File: src/rtl/btn_debounce_core.sv
// btn_debounce_core
//   MMIO slot core that synchronises and debounces N_BTN raw push-buttons
//   and latches sticky press flags. Firmware reads the flags and clears them
//   with write-one-to-clear.
//
//   Register map (addr[1:0] decoded, addr[4:2] ignored):
//     0 R    debounced levels
//     1 R    press flags         W1C clears
//     2 RW   debounce threshold  (0 behaves as 1)
//     3 R    release flags       W1C clears   (only with BTN_RELEASE_EDGE_EN)
//
//   Optional feature macro: BTN_RELEASE_EDGE_EN
//     defined     -> sticky release flags at address 3
//     not defined -> address 3 reads 0 and ignores writes
module btn_debounce_core #(
    parameter int N_BTN    = 5,
    parameter int DB_TICKS = 500_000,
    parameter int THR_W    = 20
) (
    input  logic             clk,
    input  logic             reset_n,
    input  logic             cs,
    input  logic             read,
    input  logic             write,
    input  logic [4:0]       addr,
    input  logic [31:0]      wr_data,
    output logic [31:0]      rd_data,
    input  logic [N_BTN-1:0] btn
);

    typedef enum logic [1:0] {
        REG_DB  = 2'd0,
        REG_PRS = 2'd1,
        REG_THR = 2'd2,
        REG_REL = 2'd3
    } reg_addr_e;

    localparam logic [THR_W-1:0] THR_RST = THR_W'(DB_TICKS);
    localparam logic [THR_W-1:0] THR_ONE = THR_W'(1);

    // ------------------------------------------------------------------
    // Bus decode
    // ------------------------------------------------------------------
    reg_addr_e reg_sel;
    logic      wr_en;

    assign reg_sel = reg_addr_e'(addr[1:0]);
    assign wr_en   = cs & write;

    // read has no side effects and the upper address bits alias the map.
    logic unused_bus;
    assign unused_bus = &{1'b0, read, addr[4:2], wr_data};

    // ------------------------------------------------------------------
    // Two-flop synchroniser; sync2_q is the metastability-safe sample
    // ------------------------------------------------------------------
    logic [N_BTN-1:0] sync1_q;
    logic [N_BTN-1:0] sync2_q;

    // Capture the asynchronous buttons through two back-to-back flops.
    always_ff @(posedge clk or negedge reset_n) begin
        if (!reset_n) begin
            sync1_q <= '0;
            sync2_q <= '0;
        end else begin
            // NOTE: non-blocking assignments let both stages sample the old
            // values on the same edge, which is what makes this a 2-FF chain.
            sync1_q <= btn;
            sync2_q <= sync1_q;
        end
    end

    // ------------------------------------------------------------------
    // Threshold register
    // ------------------------------------------------------------------
    logic [THR_W-1:0] thr_q;
    logic [THR_W-1:0] thr_d;
    logic [THR_W-1:0] thr_eff;
    logic [THR_W-1:0] thr_last;

    // A zero threshold would never allow a flip, so it is treated as one.
    assign thr_eff  = (thr_q == '0) ? THR_ONE : thr_q;
    assign thr_last = thr_eff - THR_ONE;

    // Load the threshold from the bus; the new value is used from the next cycle.
    always_comb begin
        // NOTE: every output of a combinational block gets a default first so
        // that no path leaves it unassigned and infers a latch.
        thr_d = thr_q;
        if (wr_en && reg_sel == REG_THR) begin
            thr_d = wr_data[THR_W-1:0];
        end
    end

    // Hold the threshold register.
    always_ff @(posedge clk or negedge reset_n) begin
        if (!reset_n) begin
            thr_q <= THR_RST;
        end else begin
            thr_q <= thr_d;
        end
    end

    // ------------------------------------------------------------------
    // Per-button debounce: the debounced level follows the synchronised
    // sample only after it has disagreed for thr_eff consecutive cycles.
    // ------------------------------------------------------------------
    logic [N_BTN-1:0] db_q;
    logic [N_BTN-1:0] db_d;
    logic [THR_W-1:0] cnt_q [N_BTN];
    logic [THR_W-1:0] cnt_d [N_BTN];

    // Count consecutive mismatch cycles and flip the level when the run completes.
    always_comb begin
        db_d  = db_q;
        cnt_d = cnt_q;
        for (int i = 0; i < N_BTN; i++) begin
            if (sync2_q[i] == db_q[i]) begin
                cnt_d[i] = '0;
            end else if (cnt_q[i] >= thr_last) begin
                // ">=" also covers a threshold lowered below a running count.
                db_d[i]  = sync2_q[i];
                cnt_d[i] = '0;
            end else begin
                cnt_d[i] = cnt_q[i] + THR_ONE;
            end
        end
    end

    // Hold debounced levels and mismatch counters.
    always_ff @(posedge clk or negedge reset_n) begin
        if (!reset_n) begin
            db_q <= '0;
            // NOTE: the counter array is real control state, not a storage
            // memory, so it is reset element by element like any register.
            for (int i = 0; i < N_BTN; i++) begin
                cnt_q[i] <= '0;
            end
        end else begin
            db_q  <= db_d;
            cnt_q <= cnt_d;
        end
    end

    // ------------------------------------------------------------------
    // Sticky press flags (set wins over a same-cycle W1C)
    // ------------------------------------------------------------------
    logic [N_BTN-1:0] rise;
    logic [N_BTN-1:0] prs_clr;
    logic [N_BTN-1:0] prs_q;
    logic [N_BTN-1:0] prs_d;

    assign rise    = db_d & ~db_q;
    assign prs_clr = (wr_en && reg_sel == REG_PRS) ? wr_data[N_BTN-1:0] : '0;

    // Clear requested flags first, then OR in new presses so a set always wins.
    always_comb begin
        prs_d = (prs_q & ~prs_clr) | rise;
    end

    // Hold the press flags.
    always_ff @(posedge clk or negedge reset_n) begin
        if (!reset_n) begin
            prs_q <= '0;
        end else begin
            prs_q <= prs_d;
        end
    end

`ifdef BTN_RELEASE_EDGE_EN
    // ------------------------------------------------------------------
    // Sticky release flags (set wins over a same-cycle W1C)
    // ------------------------------------------------------------------
    logic [N_BTN-1:0] fall;
    logic [N_BTN-1:0] rel_clr;
    logic [N_BTN-1:0] rel_q;
    logic [N_BTN-1:0] rel_d;

    assign fall    = db_q & ~db_d;
    assign rel_clr = (wr_en && reg_sel == REG_REL) ? wr_data[N_BTN-1:0] : '0;

    // Clear requested flags first, then OR in new releases.
    always_comb begin
        rel_d = (rel_q & ~rel_clr) | fall;
    end

    // Hold the release flags.
    always_ff @(posedge clk or negedge reset_n) begin
        if (!reset_n) begin
            rel_q <= '0;
        end else begin
            rel_q <= rel_d;
        end
    end
`endif

    // ------------------------------------------------------------------
    // Read mux: purely combinational from addr, so reset values show
    // through while reset_n is low.
    // ------------------------------------------------------------------

    // Select the register addressed by addr[1:0].
    always_comb begin
        rd_data = '0;
        unique case (reg_sel)
            REG_DB:  rd_data = 32'(db_q);
            REG_PRS: rd_data = 32'(prs_q);
            REG_THR: rd_data = 32'(thr_q);
            REG_REL: begin
`ifdef BTN_RELEASE_EDGE_EN
                rd_data = 32'(rel_q);
`else
                rd_data = '0;
`endif
            end
            default: rd_data = '0;
        endcase
    end

endmodule

File: config.mk
export PLATFORM = sky130hd
export DESIGN_NAME = btn_debounce_core
export DESIGN_NICKNAME = d
export VERILOG_FILES = /design/src/rtl/btn_debounce_core.sv
export SDC_FILE = /design/constraint.sdc
export NUM_CORES = 1
export LEC_CHECK = 0
export CORE_MARGIN = 4
export CORE_UTILIZATION = 45
export CTS_CLUSTER_SIZE = 16
export DETAILED_ROUTE_END_ITERATION = 16
export GPL_ROUTABILITY_DRIVEN = 0
export PLACE_DENSITY_LB_ADDON = 0.15
export SETUP_SLACK_MARGIN = 0.4
export SKIP_CTS_REPAIR_TIMING = 1
export SYNTH_ARGS = -nofsm -noshare
export SYNTH_HDL_FRONTEND = slang
export SYNTH_SLANG_ARGS = --single-unit
File: constraint.sdc
create_clock -name clk -period 6.1 [get_ports clk]
set_input_delay 0.61 -clock clk [delete_from_list [all_inputs] [get_ports clk]]
set_output_delay 0.61 -clock clk [all_outputs]
set_load 0.005 [all_outputs]
==> flow_summary.ini <==
[pwr]
p_leak_nw = 4.85
powerDensity_nw_per_um2 = 272
peakVddDrop_v = 0.000178

[setup_path]
critical_path.top_delay_family = simple AND/OR/NAND/NOR gates
critical_path_class = flop to flop
cp-start-kind = flop
end_kind = flop
slowest_delay_ns = 0.84
path_cells = or2_1 > or4_4 > nor3_1 > nor2_1 > ha_1 > nand2_1 > or2_2 > nor3b_1 > xnor2_1 > ha_1 > and3_1 > a221o_1 > a221o_1 > a41oi_1 > a2111o_1 > a21oi_1 > buf_4 > nor4_1
worstRegToRegCells = 18
r2r-start = thr_q[3]$_DFFE_PN0P_
cp_num_buf_inv = 1
worstPathArrival_ns = 5.64
crit_fanout = 20
cp.required_ns = 6.42
crit_path_start = thr_q[3]$_DFFE_PN0P_
crit_cells = 18
crit_slowest_cell = xnor2_1

[floorplanning]
coreArea_um2 = 20200
die_h_um = 151
num_rows = 52
initial_core_util_pct = 45.7
ios = 79
dieArea_um2 = 22900
die_x_um = 151

[synth]
yosysSeqAreaShare_pct = 38.0
synth_flop_cell = dfrtp_1
synth-edff-count = 0
yosysTopAreaCellShare_pct = 36.0
synthCells = 977
synth_area_leader_cell = dfrtp_1
synth_most_common_cell = dfrtp_1
synth_area_leaders = dfrtp_1, ha_1, xor2_1
yosys-top-cells-count = dfrtp_1, nor2_1, ha_1
yosys_warnings = 0
synthArstFlopShare_pct = 100
syn_area_per_cell_um2 = 9.47
ys_seq_elements = 140
synth.distinct_cells = 60
syn_area_um2 = 9250

[job]
cap_violations = 0

[timing]
fmax_ghz = 0.188
tightest_slew_ns = 1.15
setup_viol = 0
period_minus_slack_ns = 5.32
slew_violations = 0
fin_tns_setup_ns = 0
period_share_pct = 87.2
relSlewSlack_pct = 22.5
rsz0062_at_grt = no
fin_skew_ns = 0.00961
hold_violations = 0

[worst_hold_path]
hold_class = input pin to async pin

[grt]
overflow = 0
grt_use_total_pct = 22.1
antenna_found_initial = 1
grt_pass1_wl_um = 38900
grt_max_degree = 80
grt_pass1_vias = 7134

[finish]
diodes = 0
syn_to_final_growth_pct = 15.8
drive_above_1_share_pct = 9.38
stdcell_count = 1325
nets = 1185
final_core_util_pct = 52.9

[outcome]
status = finished, final reports clean

[routing]
drt-total-wl_um = 24200
drc_errors = 0
drt_iter0_markers = 488
wire_per_inst_um = 18.3
firstDrtPassIters = 8
ant_nets = 0
via_per_inst = 5.49
num_vias = 7277

[clock_network]
htreeDepth = 4
root_buffer = clkbuf_16
clk_latency_ns = 0.43
tritoncts = yes
ctsLongestPathBuffers = 2
cts_sinks = 140
cts.clk_slew.worst_paths_ns = 0.06
cts_made_buffers = 17

[placement]
portBuffers = 50
dp_hpwl_um = 17100
dp_cells = 1293
## cell type report
cell class / count / area [um^2]
fillers: 1832 / 9520
inverters: 25 / 93.8
clock buffers: 18 / 439
flip-flops and latches: 140 / 3510
repair buffers: 76 / 697
clock inverters: 14 / 169
well taps: 270 / 338
multi-input cells: 782 / 5460
## metrics by stage
stage | setup slack [ns] | total power [mW] | hold WS (ns) | cell area [um^2]
after floorplan | 1.61 | 1.50 | 0.314 | 9290
after global placement | 0.728 | 1.81 | 0.334 | 10100
after detailed placement | 0.573 | 1.83 | 0.337 | 10100
after CTS | 0.538 | 2.92 | 0.185 | 10700
after global routing | 0.431 | 3.07 | 0.203 | 10700
final | 0.778 | 2.91 | 0.156 | 10700
## registers in the layout, summed over array words and instances, names as in the netlist
| register | count |
|---|---|
| cnt_q | 100 |
| thr_q | 20 |
| db_q | 5 |
| prs_q | 5 |
| sync1_q | 5 |
| sync2_q | 5 |
## cells in the final DEF, fill, tap and decap left out, drive strengths merged, types with 5 or more instances in the layout
| master | instances |
|---|---|
| dfrtp | 133 |
| nor2 | 117 |
| ha | 96 |
| nand2 | 91 |
| xor2 | 62 |
| nand3 | 55 |
| clkdlybuf4s50 | 49 |
| xnor2 | 46 |
| and3 | 42 |
| nor4 | 30 |
| buf | 27 |
| inv | 27 |
| a21oi | 25 |
| mux2 | 22 |
| and2 | 20 |
| o21ai | 20 |
| clkbuf | 18 |
| conb | 12 |
| o211ai | 11 |
| a2111oi | 11 |
| nor3 | 10 |
| nand4 | 9 |
| nand2b | 8 |
| nor2b | 7 |
| and4 | 7 |
| dfstp | 7 |
| or4 | 7 |
| clkinv | 7 |
| a21o | 6 |
| mux2i | 5 |
| o31ai | 5 |
| a211oi | 5 |
| o21a | 5 |
## worst reg2reg max path, cell delays in order (launching register included)
cell      delay [ns]
dfrtp_1         0.47
or2_1           0.29
or4_4           0.52
nor3_1          0.21
nor2_1          0.08
ha_1            0.24
nand2_1         0.11
or2_2           0.15
nor3b_1         0.06
xnor2_1         0.84
ha_1            0.41
and3_1          0.16
a221o_1         0.35
a221o_1         0.29
a41oi_1         0.26
a2111o_1        0.20
a21oi_1         0.07
buf_4           0.22
nor4_1          0.30
## metal layers
metal / track usage, % / up-vias / part of all wire, %
li1: - / 3604 / -
met1: 30.6 / 3477 / 46
met2: 34.9 / 157 / 47
met4: 7.48 / 2 / 2.6
met5: 0 / - / 0.074
met3: 4.10 / 37 / 4.3
## kinds of logic after synthesis
logic type	Yosys count	share of synthesized area, %
xor gates and xnor gates	108	10.2
other	1	0.0405
buffers and inverters	66	3.48
DFF	140	38.0
and+or+nand+nor	412	22.1
AOI/OAI and AO/OA	127	10.0
adders and majority gates	96	13.0
muxes	27	3.22
## power by group
group / switching [mW] / leakage [nW] / internal (mW)
clock network: 0.436 / 0.296 / 0.655
logic: 0.418 / 2.69 / 0.302
registers: 0.0997 / 1.86 / 0.998
## worst paths after layout
kind | end | slack, ns
min | cnt_q[20]$_DFF_PN0_ | 0.16
max | cnt_q[82]$_DFF_PN0_ | 0.78
max reg2reg | cnt_q[82]$_DFF_PN0_ | 0.78
min reg2reg | sync2_q[1]$_DFF_PN0_ | 0.35
max in group asynchronous | cnt_q[45]$_DFF_PN0_ | 4.51
min in group clk | sync2_q[1]$_DFF_PN0_ | 0.35
No activity file was read; power rests on OpenSTA's default activity.
==> patch, RTL diff (same flow settings) <==
The option `BTN_RELEASE_EDGE_EN` is turned on by a define.
--- a/src/rtl/btn_debounce_core.sv
+++ b/src/rtl/btn_debounce_core.sv
@@ -14,2 +14,4 @@
 //     not defined -> address 3 reads 0 and ignores writes
+`define BTN_RELEASE_EDGE_EN
+
 module btn_debounce_core #(
Function: changed (a bounded check fails within 10 cycles, from zero or initial values and one cycle with reset_n low).
==> patch against the original RTL <==
Synthesized area grew 1.8%; wire length down 5.1%; design area up 1.4%; clock skew increased by 0.00075 ns; non-clock buffer count decreased by 6; cell count decreased by 1.1%; total power down 0.53%; sequential cell count is 5 higher; sequential share of layout area is 0.70 points higher; critical path depth shrank 1; count of clock-buffer cells in the layout is 1 higher; worst setup slack improved by 0.096 ns.
==> patch: results (changes against the original RTL) <==
drt:
  routed_via_density: 5.446  # was 5.492
  wl_um: 23000  # was 24230 µm
  firstDrtPassIters: 5  # was 8
  antenna_left: 0  # unchanged
  drt_iter0_drc: 327  # was 488
critical_path:
  arrival_ns: 5.53  # was 5.64 ns
  critPathMaxFanout: 6  # was 20
  crit_start: "thr_q[14]$_DFFE_PN0P_"  # was thr_q[3]$_DFFE_PN0P_
synthesis:
  yosysWarnings: 0  # unchanged
  synth_common_cells: "dfrtp_1 (138), nor2_1 (108), ha_1 (96)"  # was dfrtp_1 (133), nor2_1 (117), ha_1 (96)
  synth_top_area_frac: 0.3668  # was 0.3598
  synthArstFlopShare: 1.000  # unchanged
  synth_cell_types: 76  # was 60
  synth_area_leaders: "dfrtp_1 (37%), ha_1 (13%), xnor2_1 (5.6%)"  # was dfrtp_1 (36%), ha_1 (13%), xor2_1 (5.9%)
  yosysSeqAreaShare: 0.3863  # was 0.3797
global_routing:
  grt_usage: 0.2044  # was 0.2210
  antenna_found_initial: 0  # was 1
  grt_max_degree: 98  # was 80
  grt_pass1_vias: 7290  # was 7134
  grt_pass1_wl_um: 38050  # was 38880 µm
clock_network:
  path_clk_slew_ns: 0.06  # about the same
  cts_made_buffers: 17  # unchanged
  cts.path.max_buffers: 2  # unchanged
  clk-insertion-delay-late_ns: 0.42
  h-tree-depth: 4  # unchanged
  root_buffer: "clkbuf_16"  # unchanged
layout:
  drive_above_1_share: 0.1220  # was 0.09384
  antenna_cells: 0  # unchanged
  reg_top3: "cnt_q: 100 flops, thr_q: 20 flops"  # unchanged
  final_nets: 1171  # was 1185
outcome:
  outcome: "finished, final reports clean"  # unchanged
power:
  p_leak_nw: 4.937  # was 4.847 nW
  peakVddDrop_v: 0.0001617  # was 0.0001778 V
placement:
  io_buffers: 50  # unchanged
  dpl_cell_area_um2: 10270  # was 10100 µm²
  dpl.hpwl_um: 16630  # was 17080 µm
timing:
  fin_skew_ns: 0.01035  # was 0.009606 ns
  relSlewSlack: 0.1848  # was 0.2253
min_path:
  hp-class: "in2async"  # unchanged
## patch: cell count changes after synthesis, sizes merged, moves of 7 or more
cell,change
nor4,-20
clkbuf,-8
o211ai,-9
nand4,+10
a31oi,+7
xor2,-15
nor2,+12
inv,+10
xnor2,+14
nand2,-29
nand3,-7
## patch: final timing paths
path                                         to  slack [ns]  cells past startpoint
max                           db_q[3]$_DFF_PN0_        0.87                     17
min                         cnt_q[70]$_DFF_PN0_        0.29                      1
max reg2reg                   db_q[3]$_DFF_PN0_        0.87                     17
min reg2reg                sync2_q[2]$_DFF_PN0_        0.35                      0
max in group asynchronous   cnt_q[15]$_DFF_PN0_        4.64                      2
min in group clk           sync2_q[2]$_DFF_PN0_        0.35                      0
## patch: metal layers
layer / vias to the layer above / global-route usage / part of all wire
li1: 3549 / - / -
met1: 3436 / 0.2729 / 0.46
met2: 124 / 0.3370 / 0.47
met3: 31 / 0.04516 / 0.042
met4: 0 / 0.05728 / 0.022
met5: - / 0 / 0
## patch: critical path: stages, from the launching register on
cell       delay, ns
dfrtp_1         0.46
nor3_2          0.29
nand2_1         0.23
nor4_1          0.50
a31oi_1         0.19
ha_1            0.24
nor3b_2         0.19
nand4_2         0.18
nor3_1          0.10
xnor2_1         0.44
ha_1            0.36
o21ai_0         0.17
nor2_1          0.05
a2111oi_0       0.42
o221ai_1        0.23
maj3_2          0.40
maj3_2          0.31
a311o_1         0.34
## patch: area by class of cell
type / count / area (µm²)
Inverter: 35 / 131.4
Clock buffer: 19 / 432.9
Clock inverter: 13 / 161.4
Fill cell: 1869 / 9568
Multi-Input combinational cell: 759 / 5497
Sequential cell: 145 / 3637
Timing Repair Buffer: 70 / 664.4
Tap cell: 270 / 337.8
## patch: logic make-up after synthesis
| logic type | after synthesis | synth area share |
|---|---|---|
| compound gates | 138 | 0.1046 |
| xor+xnor | 107 | 0.09953 |
| fa+ha+maj | 100 | 0.1324 |
| buf+inv | 67 | 0.03429 |
| flops | 145 | 0.3863 |
| mux | 26 | 0.03694 |
| other cells | 1 | 0.0003983 |
| simple gates | 376 | 0.2056 |
## patch: power by group
part / total [W] / leakage, nW / switching, W / internal [W]
Sequential: 0.00113 / 1.92 / 0.0000993 / 0.00103
Combinational: 0.000696 / 2.74 / 0.000397 / 0.000300
Clock: 0.00107 / 0.280 / 0.000427 / 0.000644
Total: 0.00289 / 4.94 / 0.000923 / 0.00197
## patch: metrics by stage
step	total power (W)	std cells	utilization	setup WS (ns)
detailed placement	0.001838	1279	0.5026	0.9272
finish	0.002894	1311	0.5317	0.8742
CTS	0.002916	1311	0.5317	0.8810
global placement	0.001823	1279	0.5026	0.9740
global route	0.003063	1311	0.5317	0.5048
floorplan	0.001535	971	-	1.487
